### config.mk
export PLATFORM = sky130hd
export DESIGN_NAME = retire_window
export DESIGN_NICKNAME = d
export VERILOG_FILES = /design/src/rtl/retire_window.sv
export SDC_FILE = /design/constraint.sdc
export NUM_CORES = 1
export LEC_CHECK = 0
export CORE_AREA = 2 2 228 230
export CTS_BUF_LIST = sky130_fd_sc_hd__clkbuf_4
export CTS_CLUSTER_DIAMETER = 80
export DETAILED_ROUTE_END_ITERATION = 10
export DIE_AREA = 0 0 230 232
export DONT_BUFFER_PORTS = 1
export HOLD_SLACK_MARGIN = 0.06
export PLACE_DENSITY = 0.32
export SLEW_MARGIN = 20
export SYNTH_ARGS = -nofsm -noshare
export SYNTH_HDL_FRONTEND = slang
export SYNTH_SLANG_ARGS = --single-unit
### constraint.sdc
create_clock -name clk_i -period 5.95 [get_ports clk_i]
set_input_delay 1.19 -clock clk_i [delete_from_list [all_inputs] [get_ports clk_i]]
set_output_delay 1.19 -clock clk_i [all_outputs]
set_load 0.02 [all_outputs]
### src/rtl/retire_window.sv
`default_nettype none
// retire_window: in-order multi-wide commit stage with registered store port and precise-fault flush FSM.
// Define RETIRE_PERF_EN to add saturating perf_retired_o / perf_stall_o counters.
module retire_window #(
  parameter int RETIRE_WIDTH = 2,
  parameter int XLEN         = 64,
  parameter int REG_BITS     = 5,
  parameter int TAG_BITS     = 6
) (
  input  logic                             clk_i,
  input  logic                             reset_ni,
  input  logic                             retire_stall_i,
  input  logic [RETIRE_WIDTH-1:0]          rob_valid_i,
  input  logic [RETIRE_WIDTH-1:0]          rob_ready_i,
  input  logic [RETIRE_WIDTH-1:0]          rob_exc_i,
  input  logic [RETIRE_WIDTH-1:0]          rob_store_i,
  input  logic [RETIRE_WIDTH-1:0]          rob_regwr_i,
  input  logic [RETIRE_WIDTH*TAG_BITS-1:0] rob_tag_i,
  input  logic [RETIRE_WIDTH*REG_BITS-1:0] rob_rd_i,
  input  logic [RETIRE_WIDTH*XLEN-1:0]     rob_value_i,
  input  logic                             lsq_valid_i,
  input  logic [TAG_BITS-1:0]              lsq_tag_i,
  input  logic [XLEN-1:0]                  lsq_addr_i,
  input  logic [XLEN-1:0]                  lsq_data_i,
  input  logic [1:0]                       lsq_size_i,
  output logic [RETIRE_WIDTH-1:0]          regwr_o,
  output logic [RETIRE_WIDTH*REG_BITS-1:0] rd_o,
  output logic [RETIRE_WIDTH*XLEN-1:0]     value_o,
  output logic [RETIRE_WIDTH-1:0]          victim_o,
  output logic [$clog2(RETIRE_WIDTH+1)-1:0] rob_decrement_o,
  output logic                             lsq_decrement_o,
  output logic                             st_valid_o,
  input  logic                             st_ready_i,
  output logic [XLEN-1:0]                  st_addr_o,
  output logic [XLEN-1:0]                  st_data_o,
  output logic [7:0]                       st_mask_o,
  output logic                             flush_o,
  output logic [TAG_BITS-1:0]              exc_tag_o
`ifdef RETIRE_PERF_EN
  ,
  output logic [63:0]                      perf_retired_o,
  output logic [31:0]                      perf_stall_o
`endif
);

  localparam int DEC_BITS = $clog2(RETIRE_WIDTH+1);

  typedef enum logic [1:0] {RUN = 2'd0, DRAIN = 2'd1, FLUSH = 2'd2} state_e;

  state_e                  state_q;
  logic                    flush_q;
  logic [TAG_BITS-1:0]     exc_tag_q;
  logic                    st_valid_q, st_valid_d;
  logic [XLEN-1:0]         st_addr_q, st_data_q;
  logic [7:0]              st_mask_q, st_mask_d;
  logic [15:0]             mask_base, mask_wide;
  logic [RETIRE_WIDTH-1:0] retire;
  logic                    store_take, fault, stop, port_free;
  logic [TAG_BITS-1:0]     fault_tag;
  logic [DEC_BITS-1:0]     dec;

  assign port_free = !st_valid_q || st_ready_i;

  // Walk the window from the head; the first slot that cannot retire blocks every younger slot.
  always_comb begin
    retire     = '0;
    store_take = 1'b0;
    fault      = 1'b0;
    fault_tag  = '0;
    stop       = !reset_ni || (state_q != RUN) || retire_stall_i;
    for (int i = 0; i < RETIRE_WIDTH; i++) begin
      if (!stop) begin
        if (rob_valid_i[i] && rob_ready_i[i] && !rob_exc_i[i] &&
            (!rob_store_i[i] || (!store_take && port_free && lsq_valid_i &&
                                 lsq_tag_i == rob_tag_i[i*TAG_BITS +: TAG_BITS]))) begin
          retire[i] = 1'b1;
          if (rob_store_i[i]) store_take = 1'b1;
        end else begin
          stop = 1'b1;
          if (rob_valid_i[i] && rob_ready_i[i] && rob_exc_i[i]) begin
            fault     = 1'b1;
            fault_tag = rob_tag_i[i*TAG_BITS +: TAG_BITS];
          end
        end
      end
    end
  end

  always_comb begin
    regwr_o = '0;
    rd_o    = '0;
    value_o = '0;
    dec     = '0;
    for (int i = 0; i < RETIRE_WIDTH; i++) begin
      dec = dec + DEC_BITS'(retire[i]);
      if (retire[i] && rob_regwr_i[i]) begin
        regwr_o[i]                   = 1'b1;
        rd_o[i*REG_BITS +: REG_BITS] = rob_rd_i[i*REG_BITS +: REG_BITS];
        if (rob_rd_i[i*REG_BITS +: REG_BITS] != '0)
          value_o[i*XLEN +: XLEN] = rob_value_i[i*XLEN +: XLEN];
      end
    end
  end

  assign victim_o        = regwr_o;
  assign rob_decrement_o = dec;
  assign lsq_decrement_o = store_take;

  always_comb begin
    case (lsq_size_i)
      2'd0:    mask_base = 16'h0001;
      2'd1:    mask_base = 16'h0003;
      2'd2:    mask_base = 16'h000F;
      default: mask_base = 16'h00FF;
    endcase
    mask_wide = mask_base << lsq_addr_i[2:0];
    st_mask_d = mask_wide[7:0];
  end

  // A new store may load on the same edge the previous one is accepted.
  assign st_valid_d = store_take ? 1'b1 : ((st_valid_q && st_ready_i) ? 1'b0 : st_valid_q);

  always_ff @(posedge clk_i or negedge reset_ni) begin
    if (!reset_ni) begin
      st_valid_q <= 1'b0;
      st_addr_q  <= '0;
      st_data_q  <= '0;
      st_mask_q  <= '0;
    end else begin
      st_valid_q <= st_valid_d;
      if (store_take) begin
        st_addr_q <= {lsq_addr_i[XLEN-1:3], 3'b000};
        st_data_q <= lsq_data_i;
        st_mask_q <= st_mask_d;
      end
    end
  end

  always_ff @(posedge clk_i or negedge reset_ni) begin
    if (!reset_ni) begin
      state_q   <= RUN;
      flush_q   <= 1'b0;
      exc_tag_q <= '0;
    end else begin
      case (state_q)
        RUN: begin
          if (fault) begin
            exc_tag_q <= fault_tag;
            if (st_valid_d) begin
              state_q <= DRAIN;
            end else begin
              state_q <= FLUSH;
              flush_q <= 1'b1;
            end
          end
        end
        DRAIN: begin
          if (!st_valid_d) begin
            state_q <= FLUSH;
            flush_q <= 1'b1;
          end
        end
        FLUSH: begin
          state_q <= RUN;
          flush_q <= 1'b0;
        end
        default: begin
          state_q <= RUN;
          flush_q <= 1'b0;
        end
      endcase
    end
  end

  assign st_valid_o = st_valid_q;
  assign st_addr_o  = st_addr_q;
  assign st_data_o  = st_data_q;
  assign st_mask_o  = st_mask_q;
  assign flush_o    = flush_q;
  assign exc_tag_o  = exc_tag_q;

`ifdef RETIRE_PERF_EN
  logic [63:0] perf_retired_q;
  logic [31:0] perf_stall_q;
  logic [64:0] ret_sum;

  assign ret_sum = {1'b0, perf_retired_q} + 65'(dec);

  always_ff @(posedge clk_i or negedge reset_ni) begin
    if (!reset_ni) begin
      perf_retired_q <= '0;
      perf_stall_q   <= '0;
    end else begin
      perf_retired_q <= ret_sum[64] ? '1 : ret_sum[63:0];
      if (state_q == RUN && rob_valid_i[0] && !retire[0] && perf_stall_q != '1)
        perf_stall_q <= perf_stall_q + 32'd1;
    end
  end

  assign perf_retired_o = perf_retired_q;
  assign perf_stall_o   = perf_stall_q;
`endif

endmodule
`default_nettype wire

# == Yosys cells after proc, flatten, opt, wreduce, memory -nomap -nowiden ==
# Index checks and enable logic that the tools add are counted.
# op_classes
addsub,1
n_eq_ne,7
shift,1
mux,42
reduce_logical,35
# ops
op,count
two-way mux 64 bit,4
two-way mux 6 bit,6
two-way mux 1 bit,24
one-hot mux 8 bit (3 select lines),1
logical AND 1 bit,16
left shift 16 x 3 -> 8 bit,1
equality test 6 bit,2
two-way mux 5 bit,2
nonzero test 5 bit,2
zero test 1 bit,7
two-way mux 2 bit,3
logical OR 1 bit,5
"equality test 2 x 1 -> 1 bit, second input constant",2
zero test 2 bit,2
"inequality test 2 bit, second input constant",2
one-hot mux 2 bit (2 select lines),1
AND reduction 2 bit,2
adder 1 x 1 -> 2 bit,1
"equality test 2 bit, second input constant",1
one-hot mux 1 bit (2 select lines),1
nonzero test 2 bit,1
# word_totals
register_bits,143
inputBits,301
out_inout_bits,289
elab_cells,93

# == Logic depth before layout (Yosys ltp) ==
# Gate-level depths: netlist (run 1).
# logic_depth
ltp_word,20
ltp_mapped,8

# == Least setup slack after synthesis (run 1) ==
# Ideal clock, no wire load.
# synth_path
path_type,input to output
start,in lsq_tag_i[4]
end,out victim_o[1]
t_arrival_ns,3.013
required_ns,4.760
setup_slack_ns,1.747
path_stages,7
cell_sequence,xnor2_1 -> nand4_1 -> o41ai_4 -> o2111ai_4 -> buf_6 -> nor2_1 -> buf_4
# synth_via
elab_chain_cells,16
# synth_lines
element,line_no,text
start: declaration,22,"input logic [TAG_BITS-1:0] lsq_tag_i,"
equality test 6 bit,75,lsq_tag_i == rob_tag_i[i*TAG_BITS +: TAG_BITS]))) begin
logical AND 1 bit,74,(!rob_store_i[i] || (!store_take && port_free && lsq_valid_i &&
logical OR 1 bit,74,
logical AND 1 bit,73,if (rob_valid_i[i] && rob_ready_i[i] && !rob_exc_i[i] &&
two-way mux 1 bit,73,
two-way mux 1 bit,72,if (!stop) begin
zero test 1 bit,74,
logical AND 1 bit (3 in a row),74,
logical OR 1 bit,74,
logical AND 1 bit,73,
two-way mux 1 bit,73,
two-way mux 1 bit *,72,
logical AND 1 bit *,96,if (retire[i] && rob_regwr_i[i]) begin
two-way mux 1 bit *,96,
end: declaration,29,"output logic [RETIRE_WIDTH-1:0] victim_o,"
# Every way passes the cells marked *; elsewhere a longest branch is shown, timed or not.

# == Worst setup path after layout (run 1) ==
# layout_path
start,in lsq_tag_i[3]
end,out value_o[101]
# layout_via
elab_chain_cells,16
# layout_lines
element,line_no,text
equality test 6 bit,75,
logical AND 1 bit,74,
logical OR 1 bit,74,
logical AND 1 bit,73,
two-way mux 1 bit,73,
two-way mux 1 bit,72,
zero test 1 bit,74,
logical AND 1 bit (3 in a row),74,
logical OR 1 bit,74,
logical AND 1 bit,73,
two-way mux 1 bit,73,
two-way mux 1 bit *,72,
logical AND 1 bit *,96,
two-way mux 64 bit *,96,
end: declaration,28,"output logic [RETIRE_WIDTH*XLEN-1:0] value_o,"
# Marked as above.

==> impl_results.md, run 1 <==
- Status: finished clean
- CP required: about 4.8 ns
- Asr flop ratio synth: 1.00
- DR DRC count: 0
- Hold Path Class: in2async
- Layout area overhead: 23.3%
- Final-stage net count: 1035
- Combinational share of power: 0.057
- Core Area: 50900 sq um
- DRT Pass-1 Iters: 4
- Setup Skew: between 0.015 and 0.02 ns
- # IOs: 590
- FF-to-FF Start: st_valid_o
- Critical path's slowest cell: nor4_2
- Int Power: around 1.4 mW
- CTS clk-pin slew, worst paths: 0.14 ns
- Final hold viol count: 0
- Highest clock rate: a little over 200 MHz
- Die area: 53400 sq um
- RSZ-0062 raised after global routing: false
- Reg2reg path depth: 6
- CP Class: in2out
- Post-synth design cell area: 7760 sq um
- Top_reg_cell synth: dfrtp_1
- Layout cells sized above 1: 0.458
- Post-synth EDFFs: 0
- Clock Sinks: 143
- Slowest stage delay, CP: 0.58 ns
- Critical path capture point type: primary output
- GRT overflow: 0
- Global-route wire length before repair: 41200 microns
- Most common cell after layout, fill and taps aside: dfrtp_1
- #FFs+latches synth: 143
- Dpl hpwl: 24500 microns
- Reg-to-reg slack, setup: 2.88 ns
- Slew HR: 0.408
- Num CTS Buffers: 17
- Final setup viols: 0
- Clock network fraction of total power: 0.389
- Worst reg2reg endpoint: st_addr_o[33]
- Final ANT Viol Nets: 0
- Vias in the first global route: roughly 5400
- GRT Overall Usage: 0.108
- P_sw: 493 uW
- Worst slack, placed: 1.10 ns
- Worst EP arrival: 3.62 ns
- WL per Instance: around 21 microns
- Starting Density: 0.152
- Switching part of the total: 0.265
- Initial antenna violation count: 5
- WL final: between 30000 and 40000 microns
- Initial DRC count: 265
- Seq/Total Area, Yosys: 0.461
- Clock buffer depth: 2
- Largest net degree at the start of global routing: between 100 and 150
- Setup TNS Final: 0 ns
- Chip width: 230 microns
- Hold WS: 0.259 ns
- CTS tree: done
- Die Ht: 232 microns
- Fin. max-slew vios: 0
- Yosys warning count: 0
- Worst-Skew Late Latency: 0.61 ns
- Final worst setup slack: 1.14 ns
- Via count: between 5000 and 6000
- Sequential power share: 0.554
- Most frequent cells in the layout: 143 x dfrtp_1, 118 x mux2_2, 115 x buf_4, 81 x inv_1, 64 x nor3b_1
- Clock root buffer: clkbuf_4
- GPL Wtd Cong: 0.770
- Syn Inst Count: about 650
- Syn_area_per_cell: 11.9 sq um
- H-tree depth: 4
- Tmin final: 4.81 ns
- Setup Fix Bufs, Post-CTS: 0
- CP cell instances: xnor2_1 -> buf_4 -> nand4_1 -> o41ai_4 -> o2111ai_4 -> buf_12 -> nor4_2
- LEAKAGE: 4.40 nW
- PwrDens: 194 nW/um^2
- Post-route core utilization: 0.188
- Final Total Pwr: 1.86 mW
- Post-CTS resize count: 0
- Max cap viols: 0
- # rows: 83
- Slew @ Worst Pin: 0.887 ns
- CP max FO: just under 70
- PortBufs: 0
- Max VDD drop: 113 uV
- Vias per Instance: 3.90
- Synth unique cells: 46
- Post-CTS Hold Fix Bufs: 0
- Kind of start point of the critical path: input port
- Period utilization: 0.809
-- layout make-up --
cell class | count | area (sq um)
Clock buffer | 17 | 128
Inverter | 82 | 309
Fill cell | 5593 | 41300
Sequential cell | 143 | 3580
Multi-Input combinational cell | 371 | 3550
Antenna cell | 4 | 10.0
Clock inverter | 14 | 190
Tap cell | 680 | 851
Timing Repair Buffer | 119 | 951
-- worst max-delay path by stage --
stage | end | slack [ns] | startpoint | cells after the start
2_1_floorplan | victim_o[1] | 1.75 | lsq_tag_i[4] | 7
3_3_place_gp | value_o[93] | 1.14 | lsq_tag_i[3] | 7
3_5_place_dp | value_o[17] | 1.10 | lsq_tag_i[3] | 8
4_1_cts | value_o[17] | 1.10 | lsq_tag_i[3] | 8
5_1_grt | value_o[46] | 0.96 | lsq_tag_i[3] | 8
6_report | value_o[101] | 1.14 | lsq_tag_i[3] | 7
-- registers in the layout, indices dropped and copies added (netlist names) --
| register | cells |
|---|---|
| st_mask_o | 8 |
| st_addr_o | 61 |
| state_q | 2 |
| st_valid_o | 1 |
| exc_tag_o | 6 |
| st_data_o | 64 |
| flush_o | 1 |
-- power groups by stage --
stage / combinational (mW) / sequential [mW] / clock (mW)
after global placement: 0.106 / 1.05 / 0
after floorplan: 0.0859 / 1.04 / 0
after CTS: 0.107 / 1.03 / 0.772
after detailed placement: 0.107 / 1.05 / 0
final: 0.107 / 1.03 / 0.722
after global routing: 0.116 / 1.04 / 0.821
-- cells in the mapped netlist (7+ instances only) --
master / instances / area [sq um]
dfrtp_1: 143 / 3580
mux2_2: 118 / 1330
inv_1: 81 / 304
nor3b_1: 64 / 480
nor4_2: 63 / 788
clkbuf_1: 25 / 93.8
mux2_1: 17 / 191
nor2_1: 17 / 63.8
buf_6: 14 / 158
buf_2: 13 / 65.1
nor3_1: 10 / 50.1
and3_1: 9 / 56.3
nand2_1: 7 / 26.3
xor2_1: 7 / 61.3
-- through the flow --
step,cell area (sq um),instances
5_1_grt,9560,1428
2_1_floorplan,7760,653
6_report,9560,1430
3_3_place_gp,9210,1394
3_5_place_dp,9240,1395
4_1_cts,9550,1426
-- critical path: cells and delay by family --
kind | cells | cell delay, ns
compound gates | 2 | 0.82
xor+xnor | 1 | 0.29
simple gates | 2 | 0.74
buf+inv | 2 | 0.51
-- logic make-up (layout without fill, tap and decap cells) --
| kind of cell | after synthesis | count (layout) | share of synthesized area |
|---|---|---|---|
| AO/OA/AOI/OAI | 26 | 26 | 0.0311 |
| XOR/XNOR | 13 | 13 | 0.0156 |
| multiplexers | 135 | 135 | 0.196 |
| flip-flops | 143 | 143 | 0.461 |
| AND/OR/NAND/NOR | 194 | 194 | 0.210 |
| other | 1 | 7 | 0.000483 |
| buffers and inverters | 139 | 232 | 0.0853 |
-- routing by layer --
layer	wire length, microns	global-route usage
met4	497	0.0327
met2	15200	0.172
met3	2860	0.0483
met5	25	0
met1	12000	0.129
Note: power is estimated with default switching activity, not from simulation.
==> run 2, diff against run 1 <==
==> constraint.sdc (replaced) <==
create_clock -name clk_i -period 4.45 [get_ports clk_i]
set_input_delay 0.89 -clock clk_i [delete_from_list [all_inputs] [get_ports clk_i]]
set_output_delay 0.89 -clock clk_i [all_outputs]
set_load 0.02 [all_outputs]
==> run 2 against run 1 <==
Effect of this change:
- die area unchanged
- first-iteration DRC count up 16%
- routed wire length up 4.0%
- sequential power up 34%
- final cell count up 3.3%
- non-clock buffer count up 44
- register-to-register slack worse by 1.2 ns
==> impl_results.md, run 2 (synthesis results as in run 1) <==
- Layout cells sized above 1: 0.487 (+0.0289)
- GPL Wtd Cong: 0.805 (+4.5%)
- Dpl hpwl: 25400 microns (+3.6%)
- Worst EP arrival: 3.13 ns (-0.49 ns)
- PwrDens: 249 nW/um^2 (+28%)
- CP Class: reg2out
- CP most frequent cell: buf_4
- Vias in the first global route: 5684 (+4.3%)
- Max cap viols: 0 (unchanged)
- GRT Overall Usage: 0.112 (+0.00437)
- WL final: 31900 microns (+4.0%)
- RSZ-0062 raised after global routing: false
- # rows: 83 (unchanged)
- Final setup viols: 0 (unchanged)
- Final worst setup slack: 0.428 ns (-0.708 ns)
- Global-route wire length before repair: 43100 microns (+4.7%)
- Most common cell after layout, fill and taps aside: buf_4
- Initial antenna violation count: 6 (+1)
- FILL cells: 5643 (+0.89%)
- Clock Sinks: 143 (unchanged)
- Slew @ Worst Pin: 0.763 ns (-0.124 ns)
- Slew HR: 0.491 (+0.0836)
- CP cell instances: nor2b_1 -> nor3_1 -> and3_1 -> o2111ai_4 -> buf_12 -> nor4_2 -> buf_4 -> buf_4
- Die area: 53400 sq um (unchanged)
- Critical path capture point type: primary output
- Core Area: 50900 sq um (unchanged)
- Starting Density: 0.152 (unchanged)
- WL per Instance: 21.6 microns (+0.73%)
- Initial DRC count: 307 (+16%)
- Via count: 5736 (+2.9%)
- Highest clock rate: 249 MHz
- Setup TNS Final: 0 ns (unchanged)
- Die Ht: 232 microns (unchanged)
- Worst-Skew Late Latency: 0.60 ns (about the same)
- CP max FO: 71 (+4.4%)
- Setup Skew: 0.0220 ns (+0.00342 ns)
- Number of flip-flops in the largest register: 64 (unchanged)
- LEAKAGE: 4.63 nW (+5.4%)
- Final hold viol count: 0 (unchanged)
- Clock root buffer: clkbuf_4
- DRT Pass-1 Iters: 4 (unchanged)
- Num CTS Buffers: 17 (unchanged)
- CP required: 3.56 ns (-1.20 ns)
- Final ANT Viol Nets: 0 (unchanged)
- Reg2reg path depth: 6 (unchanged)
- H-tree depth: 4 (unchanged)
- DR DRC count: 0 (unchanged)
- Tmin final: 4.02 ns
- Final Total Pwr: 2.46 mW (+33%)
- Hold Path Class: in2async
- CTS tree: done
- Period utilization: 0.904
- Worst slack, placed: 0.527 ns (-0.571 ns)
- Final Instance Count excl. Fillers: 1477 (+3.3%)
- Chip width: 230 microns (unchanged)
- Most frequent cells in the layout: 157 x buf_4, 143 x dfrtp_1, 118 x mux2_2, 81 x inv_1, 64 x nor3b_1
- Critical path's slowest cell: dfrtp_1
- Status: finished clean
- Slowest stage delay, CP: 0.65 ns (+0.07 ns)
- Vias per Instance: 3.88 (-0.35%)
- # IOs: 590 (unchanged)
- Multi-input gate area: 3550 sq um (unchanged)
- CTS clk-pin slew, worst paths: 0.15 ns (about the same)
- Fin. max-slew vios: 0 (unchanged)
- PortBufs: 0 (unchanged)
- Kind of start point of the critical path: flop
- Final-stage net count: 1079 (+4.3%)
- Setup Fix Bufs, Post-CTS: 0 (unchanged)
- Placed cell count: 1438 (+3.1%)
- Layout area overhead: 27.7%
- Max VDD drop: 141 uV (+25%)
- Largest net degree at the start of global routing: 144 (-0.69%)
- Clock buffer depth: 2 (unchanged)
- FF/Latch Area: 3580 sq um (unchanged)
- GRT overflow: 0 (unchanged)
-- run 2: worst paths after layout --
path	startpoint	endpoint	slack, ns
max	st_valid_o	value_o[72]	0.43
min	reset_ni	st_addr_o[46]	0.23
max reg2reg	st_valid_o	st_data_o[37]	1.65
min reg2reg	state_q[1]	flush_o	0.52
max in group asynchronous	reset_ni	st_data_o[43]	3.58
min in group clk_i	lsq_addr_i[40]	st_addr_o[40]	0.39
-- run 2: power breakdown --
group	switching (mW)	total [mW]	leakage, nW	internal, mW
Clock	0.524	0.911	0.157	0.387
Combinational	0.112	0.176	2.49	0.0643
Sequential	0.0559	1.38	1.99	1.32
Total	0.691	2.46	4.63	1.77
-- run 2: cell type report --
class	instances	share of cell area
inverters	82	0.0312
diodes	7	0.00177
well taps	680	0.0859
clock inverters	14	0.0168
flip-flops and latches	143	0.361
clock buffers	17	0.0129
multi-input cells	371	0.358
repair buffers	163	0.132
-- run 2: timing repair --
action                    in CTS  in global routing
resized for setup              0                  0
hold buffers                   1                  0
hold endpoints to repair     143                  0
-- run 2: critical path, delay by kind of cell (launching register included) --
| family | cells | cell delay, ns |
|---|---|---|
| AND/OR/NAND/NOR | 4 | 0.89 |
| buffers and inverters | 3 | 0.71 |
| AO/OA/AOI/OAI | 1 | 0.21 |
| flip-flops | 1 | 0.65 |
-- run 2: layer usage --
layer  track usage  share of wire  vias up
li1              -              -     2537
met1         0.138           0.41     2941
met2         0.182           0.50      232
met3        0.0433          0.076       24
met4        0.0286          0.014        2
met5             0        0.00041        -
-- run 2: through the flow --
step                      hold slack, ns  area (sq um)   util
after floorplan                    0.458          7760      -
after global placement             0.504          9560  0.188
after detailed placement           0.501          9560  0.188
after CTS                          0.198          9890  0.194
after global routing               0.205          9890  0.194
final                              0.235          9900  0.195
